<file path="config.mk">
export PLATFORM = sky130hd
export DESIGN_NAME = instr_fetch_unit_flat
export DESIGN_NICKNAME = d
export VERILOG_FILES = /design/src/rtl/instr_fetch_unit_pkg.sv /design/src/rtl/instr_fetch_unit_if.sv /design/src/rtl/instr_fetch_unit_fetch_fifo.sv /design/src/rtl/instr_fetch_unit.sv /design/src/flat_wrapper.sv
export SDC_FILE = /design/constraint.sdc
export NUM_CORES = 1
export LEC_CHECK = 0
export ABC_CLOCK_PERIOD_IN_PS = 4040
export CAP_MARGIN = 20
export CORE_UTILIZATION = 24
export DETAILED_ROUTE_END_ITERATION = 10
export RECOVER_POWER = 25
export SYNTH_ARGS = -nofsm -noshare
export SYNTH_HDL_FRONTEND = slang
export SYNTH_SLANG_ARGS = --single-unit
export TNS_END_PERCENT = 30
</file>
<file path="constraint.sdc">
create_clock -name clk -period 4.04 [get_ports clk]
set_input_delay 0.808 -clock clk [delete_from_list [all_inputs] [get_ports clk]]
set_output_delay 0.808 -clock clk [all_outputs]
set_load 0.05 [all_outputs]
</file>
<file path="src/rtl/instr_fetch_unit_pkg.sv">
// Shared definitions for the instruction fetch stage.
//   DEF_ADDR_W      default instruction address width (word addressed)
//   DEF_INSTR_W     default instruction word width
//   DEF_FIFO_DEPTH  default prefetch depth (power of two, >= 2)
//   DEF_RESET_PC    PC loaded on reset
//   NOP_INSTR       NOP encoding, also what the fetch unit drives on idle data lines
package instr_fetch_unit_pkg;

  localparam int DEF_ADDR_W     = 8;
  localparam int DEF_INSTR_W    = 16;
  localparam int DEF_FIFO_DEPTH = 4;

  localparam logic [DEF_ADDR_W-1:0]  DEF_RESET_PC = 8'h00;
  localparam logic [DEF_INSTR_W-1:0] NOP_INSTR    = 16'h0000;

endpackage

</file>
<file path="src/rtl/instr_fetch_unit_if.sv">
// Bus bundle between the fetch unit, InstructionMemory and decode.
//   imem_*          read port to InstructionMemory (fetch drives address/enable)
//   instr*          valid/ready hand-off of fetched words to decode
//   redirect_*      taken branch/jump request from execute
// Modports: master = fetch unit, slave = memory/decode/execute side.
interface instr_fetch_unit_if
  import instr_fetch_unit_pkg::*;
#(
  parameter int ADDR_W  = DEF_ADDR_W,
  parameter int INSTR_W = DEF_INSTR_W
);

  logic [ADDR_W-1:0]  imem_address;
  logic               imem_rw_enable;
  logic [INSTR_W-1:0] imem_data_in;
  logic [INSTR_W-1:0] imem_data_out;

  logic [INSTR_W-1:0] instr;
  logic [ADDR_W-1:0]  instr_pc;
  logic               instr_valid;
  logic               instr_ready;

  logic               redirect_valid;
  logic [ADDR_W-1:0]  redirect_pc;

  modport master (
    output imem_address, imem_rw_enable, imem_data_in,
    input  imem_data_out,
    output instr, instr_pc, instr_valid,
    input  instr_ready,
    input  redirect_valid, redirect_pc
  );

  modport slave (
    input  imem_address, imem_rw_enable, imem_data_in,
    output imem_data_out,
    input  instr, instr_pc, instr_valid,
    output instr_ready,
    output redirect_valid, redirect_pc
  );

endinterface

</file>
<file path="src/rtl/instr_fetch_unit_fetch_fifo.sv">
// fetch_fifo: synchronous prefetch FIFO with flush.
//   clk, reset   rising-edge clock, synchronous active-high reset
//   flush        discard all entries; dominates push and pop
//   push/push_data  write one entry (ignored when full)
//   pop          remove head (ignored when empty)
//   head         current head entry, read straight from storage
//   count/full/empty  occupancy status
module fetch_fifo #(
  parameter int WIDTH = 24,
  parameter int DEPTH = 4
) (
  input  logic                       clk,
  input  logic                       reset,
  input  logic                       flush,
  input  logic                       push,
  input  logic [WIDTH-1:0]           push_data,
  input  logic                       pop,
  output logic [WIDTH-1:0]           head,
  output logic [$clog2(DEPTH):0]     count,
  output logic                       full,
  output logic                       empty
);

  localparam int PTR_W = $clog2(DEPTH);

  logic [WIDTH-1:0] mem [DEPTH];
  logic [PTR_W-1:0] wr_ptr;
  logic [PTR_W-1:0] rd_ptr;
  logic             do_push;
  logic             do_pop;

  assign full    = (count == (PTR_W+1)'(DEPTH));
  assign empty   = (count == '0);
  assign do_push = push && !full;
  assign do_pop  = pop && !empty;
  assign head    = mem[rd_ptr];

  // Pointers are exactly PTR_W bits so they wrap at DEPTH on their own.
  // NOTE: sequential state uses non-blocking assignments so every flop samples
  // pre-edge values regardless of statement order.
  always_ff @(posedge clk) begin
    if (reset || flush) begin
      wr_ptr <= '0;
      rd_ptr <= '0;
      count  <= '0;
    end else begin
      if (do_push) wr_ptr <= wr_ptr + PTR_W'(1);
      if (do_pop)  rd_ptr <= rd_ptr + PTR_W'(1);
      case ({do_push, do_pop})
        2'b10:   count <= count + (PTR_W+1)'(1);
        2'b01:   count <= count - (PTR_W+1)'(1);
        default: count <= count;
      endcase
    end
  end

  // NOTE: storage is deliberately not reset; empty/count gate every read, so
  // stale contents are never observed and the array can map to plain RAM.
  always_ff @(posedge clk) begin
    if (do_push) mem[wr_ptr] <= push_data;
  end

endmodule

</file>
<file path="src/rtl/instr_fetch_unit.sv">
// instr_fetch_unit: fetch stage between InstructionMemory and decode.
//   clk    rising-edge clock
//   reset  synchronous, active-high; clears PC, prefetch buffer and in-flight read
//   bus    instr_fetch_unit_if.master:
//            imem_address = pc, imem_rw_enable = read issued this cycle,
//            imem_data_in tied to zero, imem_data_out valid one cycle after issue;
//            instr/instr_pc/instr_valid to decode, popped on instr_valid & instr_ready;
//            redirect_valid/redirect_pc restart fetch and kill everything buffered.
module instr_fetch_unit
  import instr_fetch_unit_pkg::*;
#(
  parameter int                ADDR_W     = DEF_ADDR_W,
  parameter int                INSTR_W    = DEF_INSTR_W,
  parameter int                FIFO_DEPTH = DEF_FIFO_DEPTH,
  parameter logic [ADDR_W-1:0] RESET_PC   = DEF_RESET_PC
) (
  input  logic                 clk,
  input  logic                 reset,
  instr_fetch_unit_if.master   bus
);

  localparam int CNT_W   = $clog2(FIFO_DEPTH) + 1;
  localparam int ENTRY_W = ADDR_W + INSTR_W;

  logic [ADDR_W-1:0]  pc;
  logic               inflight;
  logic [ADDR_W-1:0]  inflight_pc;

  logic               issue;
  logic               push;
  logic               pop;
  logic [CNT_W:0]     occupancy;

  logic [ENTRY_W-1:0] fifo_head;
  logic [CNT_W-1:0]   fifo_count;
  logic               fifo_full;
  logic               fifo_empty;
  logic [ADDR_W-1:0]  head_pc;
  logic [INSTR_W-1:0] head_instr;

  // Credit check counts the in-flight read as occupied and ignores a pop in
  // the same cycle, so a response always has a free slot when it lands.
  assign occupancy = {1'b0, fifo_count} + {{CNT_W{1'b0}}, inflight};
  assign issue     = !reset && !bus.redirect_valid &&
                     (occupancy < (CNT_W+1)'(FIFO_DEPTH));

  // A redirect kills the response of the read issued in the previous cycle.
  // The credit scheme means fifo_full never blocks a real response here.
  assign push = inflight && !bus.redirect_valid && !fifo_full;
  assign pop  = bus.instr_valid && bus.instr_ready;

  always_ff @(posedge clk) begin
    if (reset) begin
      pc          <= RESET_PC;
      inflight    <= 1'b0;
      inflight_pc <= '0;
    end else if (bus.redirect_valid) begin
      pc       <= bus.redirect_pc;
      inflight <= 1'b0;
    end else begin
      inflight <= issue;
      if (issue) begin
        pc          <= pc + ADDR_W'(1);
        inflight_pc <= pc;
      end
    end
  end

  fetch_fifo #(
    .WIDTH (ENTRY_W),
    .DEPTH (FIFO_DEPTH)
  ) u_fifo (
    .clk       (clk),
    .reset     (reset),
    .flush     (bus.redirect_valid),
    .push      (push),
    .push_data ({inflight_pc, bus.imem_data_out}),
    .pop       (pop),
    .head      (fifo_head),
    .count     (fifo_count),
    .full      (fifo_full),
    .empty     (fifo_empty)
  );

  assign {head_pc, head_instr} = fifo_head;

  assign bus.imem_address   = pc;
  assign bus.imem_rw_enable = issue;
  assign bus.imem_data_in   = '0;

  // Outputs read as zero whenever nothing valid is presented, including the
  // reset cycle itself.
  assign bus.instr_valid = !reset && !fifo_empty;
  assign bus.instr       = bus.instr_valid ? head_instr : '0;
  assign bus.instr_pc    = bus.instr_valid ? head_pc : '0;

endmodule
</file>
<file path="src/flat_wrapper.sv">
// flat-port wrapper written by rule: the top's interface ports become plain ports
module instr_fetch_unit_flat import instr_fetch_unit_pkg::*;
#(
  parameter int                ADDR_W     = DEF_ADDR_W,
  parameter int                INSTR_W    = DEF_INSTR_W,
  parameter int                FIFO_DEPTH = DEF_FIFO_DEPTH,
  parameter logic [ADDR_W-1:0] RESET_PC   = DEF_RESET_PC
)
  (clk, reset, bus_imem_address, bus_imem_rw_enable, bus_imem_data_in, bus_imem_data_out, bus_instr, bus_instr_pc, bus_instr_valid, bus_instr_ready, bus_redirect_valid, bus_redirect_pc);
  instr_fetch_unit_if #(.ADDR_W(ADDR_W), .INSTR_W(INSTR_W)) bus_i ();
  input  logic clk;
  input  logic reset;
  output wire logic [$bits(bus_i.imem_address)-1:0] bus_imem_address;
  output wire logic [$bits(bus_i.imem_rw_enable)-1:0] bus_imem_rw_enable;
  output wire logic [$bits(bus_i.imem_data_in)-1:0] bus_imem_data_in;
  input wire logic [$bits(bus_i.imem_data_out)-1:0] bus_imem_data_out;
  output wire logic [$bits(bus_i.instr)-1:0] bus_instr;
  output wire logic [$bits(bus_i.instr_pc)-1:0] bus_instr_pc;
  output wire logic [$bits(bus_i.instr_valid)-1:0] bus_instr_valid;
  input wire logic [$bits(bus_i.instr_ready)-1:0] bus_instr_ready;
  input wire logic [$bits(bus_i.redirect_valid)-1:0] bus_redirect_valid;
  input wire logic [$bits(bus_i.redirect_pc)-1:0] bus_redirect_pc;
  assign bus_imem_address = bus_i.imem_address;
  assign bus_imem_rw_enable = bus_i.imem_rw_enable;
  assign bus_imem_data_in = bus_i.imem_data_in;
  assign bus_i.imem_data_out = bus_imem_data_out;
  assign bus_instr = bus_i.instr;
  assign bus_instr_pc = bus_i.instr_pc;
  assign bus_instr_valid = bus_i.instr_valid;
  assign bus_i.instr_ready = bus_instr_ready;
  assign bus_i.redirect_valid = bus_redirect_valid;
  assign bus_i.redirect_pc = bus_redirect_pc;
  instr_fetch_unit #(.ADDR_W(ADDR_W), .INSTR_W(INSTR_W), .FIFO_DEPTH(FIFO_DEPTH), .RESET_PC(RESET_PC)) u_core (.clk(clk), .reset(reset), .bus(bus_i));
endmodule
</file>
**Word-level counts from Yosys, hierarchy flattened**

Memory sizes are Yosys's and may differ from the RTL's. A register that Yosys moved wholly into a read port is not among the register bits.
Cells that the tools add are included.

- Bits in registers: 24
- Bits in latches: 0
- Memory bits (writable): 96
- Memory bits (read-only): 0
- Output and inout bits: 50
- Word-level logic and storage cells: 45
- Memories kept: 1

- Add/sub/neg operators: 6
- $mul: 0
- Div/mod/pow operators: 0
- Order comparisons: 1
- Equality and inequality tests: 3
- Shifts and indexed selects: 0
- Mux-type cells: 9
- Bitwise gates (word level): 1
- Reductions and logical operators: 18

Memory list:

| name | depth | width | rd ports | clocked after memory_dff | wr ports | RTL line | source |
|---|---|---|---|---|---|---|---|
| u_core.u_fifo.mem | 4 | 24 | 1 | 1 | 1 | instr_fetch_unit_fetch_fifo.sv:26 | `logic [WIDTH-1:0] mem [DEPTH];` |

Operators by type and width:

| operator | count |
|---|---|
| two-way mux 8 bit | 3 |
| two-way mux 16 bit | 1 |
| adder 8 x 1 -> 8 bit, second input constant | 1 |
| logical AND 1 bit | 8 |
| one-hot mux 3 bit (2 select lines) | 1 |
| adder 2 x 1 -> 2 bit, second input constant | 2 |
| adder 3 x 1 -> 4 bit | 1 |
| logical NOT 1 bit | 4 |
| less-than comparator 4 x 3 -> 1 bit, second input constant | 1 |
| two-way mux 2 bit | 2 |
| nonzero test 2 bit | 2 |
| adder 3 x 1 -> 3 bit, second input constant | 1 |
| equality test 3 bit, second input constant | 1 |
| logical NOT 3 bit | 1 |
| subtractor 3 x 1 -> 3 bit, second input constant | 1 |
| equality test 2 x 1 -> 1 bit, second input constant | 1 |
| equality test 2 bit, second input constant | 1 |
| two-way mux 1 bit | 2 |
| AND reduction 2 bit | 1 |
| OR reduction 2 bit | 1 |
| logical OR 1 bit | 1 |
| inverter 1 bit | 1 |

**Logic depth before layout (Yosys ltp)**

Gate-level depths: netlist (run 1).

- Depth after elaboration: 7
- Gate-level depth with buffers: 10
- Depth with buffers taken out: 10

**By module**

From an unflattened synthesis (run 1), not the netlist that was laid out.

- Cell total of the unflattened synthesis: 322
- Area, all modules: 5054.8 um^2

By module, submodules not included:

| module | instances | cells each | area each (um^2) | sequential area each (um^2) |
|---|---|---|---|---|
| fetch_fifo | 1 | 182 | 3950.0 | 3062.9 |
| instr_fetch_unit | 1 | 140 | 1104.8 | 340.3 |

**Worst setup path after synthesis (run 1)**

OpenSTA, ideal clock, no wires.

- Kind: input-to-output
- From: in reset
- To: out bus_instr[10]
- Arrival: 2136 ps
- Setup slack: 1096 ps
- Stages: 3
- Path buffers: 1
- Cell sequence: nor2_1 -> clkbuf_1 -> and2_1

- Cells in the longest elaborated chain, start to end: 3

RTL lines:

| element | RTL line | source |
|---|---|---|
| start, declared | flat_wrapper.sv:12 | `input logic reset;` |
| logical NOT 1 bit | instr_fetch_unit.sv:93 | `assign bus.instr_valid = !reset && !fifo_empty;` |
| logical AND 1 bit | instr_fetch_unit.sv:93 |  |
| named net bus_instr_valid | flat_wrapper.sv:19 | `output wire logic [$bits(bus_i.instr_valid)-1:0] bus_instr_valid;` |
| two-way mux 16 bit | instr_fetch_unit.sv:94 | `assign bus.instr = bus.instr_valid ? head_instr : '0;` |
| end, declared | flat_wrapper.sv:17 | `output wire logic [$bits(bus_i.instr)-1:0] bus_instr;` |

The timed path passes the listed nets, and every way through them passes these cells.

**Worst setup path after layout (run 1)**

- From: in bus_redirect_valid
- To: out bus_imem_rw_enable

- Cells in the longest elaborated chain, start to end: 3

RTL lines:

| element | RTL line | source |
|---|---|---|
| start, declared | flat_wrapper.sv:21 | `input wire logic [$bits(bus_i.redirect_valid)-1:0] bus_redirect_valid;` |
| logical NOT 1 bit | instr_fetch_unit.sv:44 | `assign issue = !reset && !bus.redirect_valid &&` |
| logical AND 1 bit (2 in series) | instr_fetch_unit.sv:44 |  |
| end, declared | flat_wrapper.sv:14 | `output wire logic [$bits(bus_i.imem_rw_enable)-1:0] bus_imem_rw_enable;` |

No other way between the ends.

==> flow_metrics.tcl, run 1 <==
set metrics [dict create \
    yosys-mux-area-fraction_pct 11.4 \
    outcome "finished clean" \
    n_fill_cell 1990 \
    vias 2808 \
    io_buffer_count 61 \
    crit_required_ns 3.23 \
    ctsResizeCount 0 \
    tritoncts "yes" \
    die_h_um 146 \
    setup_ws_ns 0.654 \
    power_mw 3.11 \
    clk_pin_slew_ns 0.06 \
    holdBufCountCts 0 \
    drv_cap 0 \
    antenna_found_initial 0 \
    grtUsageTotal_pct 10.1 \
    num-nets-final 424 \
    drtIter0Drc 130 \
    overflow 0 \
    synth_edf_count 96 \
    cts_setup_buffers 0 \
    startpoint_type "input port" \
    ys.flop_type "edfxtp_1" \
    drcViolationCount 0 \
    wirelength_um 9750 \
    multi_input_area_sq_mm 0.00138 \
    cts_buffers 17 \
    die_w_um 146 \
    cp_max_fo 18 \
    post-place-ws_ns 0.679 \
    dpl_cell_area_sq_mm 0.00578 \
    worst_pin_slew_ns 0.950 \
    reg2reg_slack_ns 1.32 \
    final_cell_mix "96 x edfxtp_1, 31 x buf_4, 29 x and2_1, 28 x clkdlybuf4s50_1" \
    ys_types 39 \
    hold_path.class "reg -> reg" \
    fmax_ghz 0.295 \
    total_leakage_power_nw 2.21 \
    setup_viol 0 \
    yosysWarnings 0 \
    yosys.area_share.xor_xnor_pct 0.886 \
    p_sw_share_pct 21.2 \
    synth_top_family_by_area "multiplexers" \
    final_cell_area_sq_mm 0.00641 \
    clockBufferDepth 2 \
    min_from "u_core.inflight_pc[1]$_SDFFE_PP0P_" \
    final_util_pct 31.7 \
    layout_min_cycle_time_ns 3.39 \
    cts-root-buf "clkbuf_16" \
    final.setup_skew_ns 0.00591 \
    drv_slew 0 \
    cts.sinks 122 \
    rsz0062_at_grt "false" \
    seqCellArea_sq_mm 0.00340 \
    worstHoldPathCells 2 \
    holdPathEnd "u_core.inflight_pc[1]$_SDFFE_PP0P_" \
    final.setup.tns_ns 0 \
    p_switching_mw 0.662 \
    r2r_start "u_core.u_fifo.count[2]$_SDFFE_PP0P_" \
    grt_max_degree 25 \
    viasPerCell 4.18 \
    rr_endpoint "u_core.u_fifo.count[2]$_SDFFE_PP0P_" \
    max-vdd-ir-drop_mv 0.270 \
    synth.avg_cell_area_sq_um 15.6 \
    power.density_mw_per_mm2 486 \
    final_common_cell "edfxtp_1" \
    r2r_cells 10 \
    drtAntennaViolNets 0 \
    synth-compound-area-share_pct 3.24 \
    drt_first_pass_iters 4 \
    p_comb_share_pct 5.1 \
    crit_path_end_kind "output port" \
    pwr-share-seq_pct 44.4 \
    mappedNetlistArea_sq_mm 0.00494 \
    ys_ff_latch 122 \
    dieArea_sq_mm 0.0212 \
    clock_power_share_pct 50.5 \
    wl_per_cell_um 14.5 \
    synth-seq-area-share_pct 68.8 \
    area_growth_pct 29.6 \
    slew_headroom_pct 36.6 \
    grt_pass1_wl_um 16000 \
    cp.arrival_ns 2.58 \
    crit_type "in -> out" \
    antenna_cells 0 \
    synth_fa_ha_area_share_pct 1.92 \
    fin_crit_sh_pct 83.8 \
    drive_gt1_share_pct 22.9 \
    hold_viol_final 0 \
    async_flop_share_pct 0 \
    initial_core_util_pct 24.4 \
    io_pins 78 \
    synthSimpleGateAreaFrac_pct 9.19 \
    syn-instance-count 316 \
    place_hpwl_um 6030 \
    place.gp.congestion 0.767 \
    cts-htree-levels 4 \
    clk_latency_ns 0.41 \
    core_sq_mm 0.0202 \
    grt_pass1_vias 2972 \
    power.internal_mw 2.45 \
    num_rows 52 \
]
flip-flops by register name (all words and copies together), names as in the netlist, named ones only:
register,flops
u_core.bus.imem_address,8
u_core.inflight,1
u_core.inflight_pc,8
u_core.u_fifo.count,3
u_core.u_fifo.mem,96
u_core.u_fifo.rd_ptr,2
u_core.u_fifo.wr_ptr,2
cells in the mapped netlist, types with 2 or more instances:
master | number | area share (%)
xnor2_1 | 3 | 0.53
buf_2 | 4 | 0.40
buf_1 | 2 | 0.15
or4_1 | 2 | 0.30
nand3_1 | 8 | 0.81
nor2_1 | 12 | 0.91
dfxtp_1 | 26 | 11
clkbuf_1 | 7 | 0.53
and2_1 | 29 | 3.7
xor2_1 | 2 | 0.35
a31oi_1 | 4 | 0.51
edfxtp_1 | 96 | 58
o311ai_0 | 2 | 0.35
buf_4 | 16 | 2.4
inv_1 | 13 | 0.99
nor3_1 | 2 | 0.20
o21ai_0 | 2 | 0.20
mux4_2 | 24 | 11
a21oi_1 | 13 | 1.3
ha_1 | 6 | 1.5
nand2_1 | 25 | 1.9
through the flow:
step	std cells	hold slack, ns
floorplan	331	0.460
global route	672	0.528
global placement	640	0.487
CTS	672	0.501
finish	672	0.505
detailed placement	640	0.491
logic make-up (layout without fill, tap and decap cells):
kind of cell,after synthesis,in the layout
flops,122,122
simple gates,87,87
buf+inv,42,113
compound gates,26,26
mux,26,26
fa+ha+maj,7,7
xor+xnor,5,5
other cells,1,16
worst max-delay path, cell delays in order:
cell,delay (ns)
clkdlybuf4s50_1,0.65
nor3_4,0.30
nand2_2,0.23
inv_1,0.39
buf_12,0.19
power by group through the flow:
stage / clock network [mW] / registers [mW] / logic, mW
finish: 1.57 / 1.38 / 0.159
global route: 1.66 / 1.38 / 0.172
CTS: 1.61 / 1.38 / 0.162
detailed placement: 0 / 1.41 / 0.161
global placement: 0 / 1.41 / 0.159
floorplan: 0 / 1.42 / 0.0954
per-layer routing:
metal  GRT usage (%)  routed length, um  vias to the layer above
li1                -                  -                     1305
met1            12.7               4310                     1394
met2            16.3               4770                       97
met3            3.26                536                       12
met4            3.79                126                        0
met5               0                  0                        -
worst max path at each step:
stage	end	start	slack, ns
finish	bus_imem_rw_enable	bus_redirect_valid	0.65
CTS	bus_imem_rw_enable	bus_redirect_valid	0.67
detailed placement	bus_imem_rw_enable	bus_redirect_valid	0.68
global route	bus_imem_rw_enable	bus_redirect_valid	0.48
floorplan	bus_instr[10]	reset	1.10
global placement	bus_imem_rw_enable	bus_redirect_valid	0.75
area by class of cell:
class | instances | area share [%]
timing repair buffer | 68 | 9.57
multi-input combinational | 167 | 21.5
sequential | 122 | 53.1
clock inverter | 15 | 3.11
clock buffer | 17 | 6.64
tap | 270 | 5.27
inverter | 13 | 0.762
No activity file was read; power rests on OpenSTA's default activity.
==> run 2: changes to the inputs <==
Settings changed: ABC_CLOCK_PERIOD_IN_PS 4040 to 3260.
Clock period 4.04 ns to 3.26 ns, I/O delays scaled along.
==> flow_metrics.tcl, run 2 (synthesis gave the netlist of run 1 again) <==
set metrics [dict create \
    outcome "finished clean" \
    final.setup.tns_ns 0 \
    viasPerCell 4.14 \
    r2r_start "u_core.u_fifo.count[2]$_SDFFE_PP0P_" \
    final_cells 675 \
    clk_latency_ns 0.41 \
    layout_min_cycle_time_ns 2.79 \
    drv_slew 0 \
    tritoncts "yes" \
    core_sq_mm 0.0202 \
    antenna_found_initial 0 \
    drive_gt1_share_pct 23.2 \
    wirelength_um 9680 \
    crit_required_ns 2.61 \
    fmax_ghz 0.358 \
    largest_register "u_core.u_fifo.mem" \
    largest_reg_flops 96 \
    io_buffer_count 61 \
    drt_first_pass_iters 4 \
    hold_viol_final 0 \
    grt_max_degree 26 \
    critPathBufInv 2 \
    drcViolationCount 0 \
    grtUsageTotal_pct 9.82 \
    antenna_cells 0 \
    p_sw_share_pct 20.6 \
    area_growth_pct 36.2 \
    cp_cell_sequence "buf_12 -> mux4_2 -> and2_1 -> buf_12" \
    grt_pass1_vias 2928 \
    place.gp.congestion 0.773 \
    min_from "u_core.bus.imem_address[7]$_SDFFE_PP0P_" \
    holdWs_ns 0.506 \
    setup_viol 0 \
    cts_setup_buffers 0 \
    final_cell_area_sq_mm 0.00674 \
    drv_cap 0 \
    setup_ws_ns 0.468 \
    final_cell_mix "96 x edfxtp_1, 29 x and2_1, 27 x buf_12, 26 x clkdlybuf4s50_1" \
    initial_core_util_pct 24.4 \
    die_w_um 146 \
    dieArea_sq_mm 0.0212 \
    cp.arrival_ns 2.14 \
    max-vdd-ir-drop_mv 0.421 \
    slew_headroom_pct 63.9 \
    cts_buffers 17 \
    final.setup_skew_ns 0.00558 \
    holdBufCountCts 0 \
    cp_max_fo 15 \
    crit_type "reg -> out" \
    path_delay_family "flip-flops" \
    fin_crit_sh_pct 85.7 \
    num-nets-final 427 \
    cts-htree-levels 4 \
    clockBufferDepth 2 \
    ctsResizeCount 0 \
    num_rows 52 \
    clk_pin_slew_ns 0.05 \
    final_common_cell "edfxtp_1" \
    max_stage_delay_ns 0.59 \
    cts.sinks 122 \
    post-place-ws_ns 0.436 \
    cts-root-buf "clkbuf_16" \
    vias 2793 \
    power_mw 3.83 \
    power.internal_mw 3.04 \
    io_pins 78 \
    drtIter0Drc 104 \
    worst_pin_slew_ns 0.536 \
    place_inst 643 \
    total_leakage_power_nw 2.29 \
    n_fill_cell 1944 \
    hold_path.class "reg -> reg" \
    grt_pass1_wl_um 15500 \
    die_h_um 146 \
    rsz0062_at_grt "false" \
    final_util_pct 33.3 \
    startpoint_type "flip-flop" \
    pwr-share-seq_pct 44.7 \
    crit_path_end_kind "output port" \
    dpl_cell_area_sq_mm 0.00613 \
    clock_power_share_pct 49.8 \
    drtAntennaViolNets 0 \
    cpMaxStageDelayCell "dfxtp_2" \
    place_hpwl_um 6020 \
    power.density_mw_per_mm2 568 \
    overflow 0 \
    p_switching_mw 0.789 \
    wl_per_cell_um 14.3 \
    p_comb_share_pct 5.4 \
    critical_path.most_common_cell "buf_12" \
]
## run 2: worst reg2reg max path, delay by kind of cell (launching register included)
family	cells	cell delay [ns]
flip-flops	1	0.43
XOR/XNOR	1	0.16
AO/OA/AOI/OAI	2	0.65
buffers and inverters	3	0.25
AND/OR/NAND/NOR	2	0.51
adder cells (fa/ha/maj)	2	0.55
## run 2: worst paths after layout
path / cells past startpoint / slack (ns) / end
worst min register to register: 2 / 0.51 / u_core.inflight_pc[7]$_SDFFE_PP0P_
worst max register to register: 10 / 0.65 / u_core.u_fifo.count[2]$_SDFFE_PP0P_
worst max-delay path: 4 / 0.47 / bus_instr_pc[7]
worst min-delay path: 2 / 0.51 / u_core.inflight_pc[7]$_SDFFE_PP0P_
## run 2: final cells by class
| cell class | count | area (sq um) | share of cell area, % |
|---|---|---|---|
| clock inverter | 13 | 176 | 2.62 |
| timing repair buffer | 71 | 958 | 14.2 |
| tap | 270 | 338 | 5.01 |
| clock buffer | 19 | 433 | 6.43 |
| inverter | 13 | 48.8 | 0.724 |
| multi-input combinational | 167 | 1380 | 20.4 |
| sequential | 122 | 3400 | 50.5 |
## run 2: power groups by stage
| stage | sequential [mW] | combinational, mW | clock [mW] |
|---|---|---|---|
| detailed placement | 1.74 | 0.211 | 0 |
| CTS | 1.71 | 0.212 | 1.95 |
| floorplan | 1.76 | 0.118 | 0 |
| global placement | 1.74 | 0.207 | 0 |
| global route | 1.71 | 0.222 | 2.01 |
| finish | 1.71 | 0.208 | 1.91 |
## run 2: metal layers
layer  global-route usage (%)  part of all wire, %  up-vias
met3                     3.48                  4.9       10
li1                         -                    -     1307
met1                     12.0                   44     1383
met5                        0                    0        -
met2                     15.8                   49       93
met4                     3.95                  1.4        0
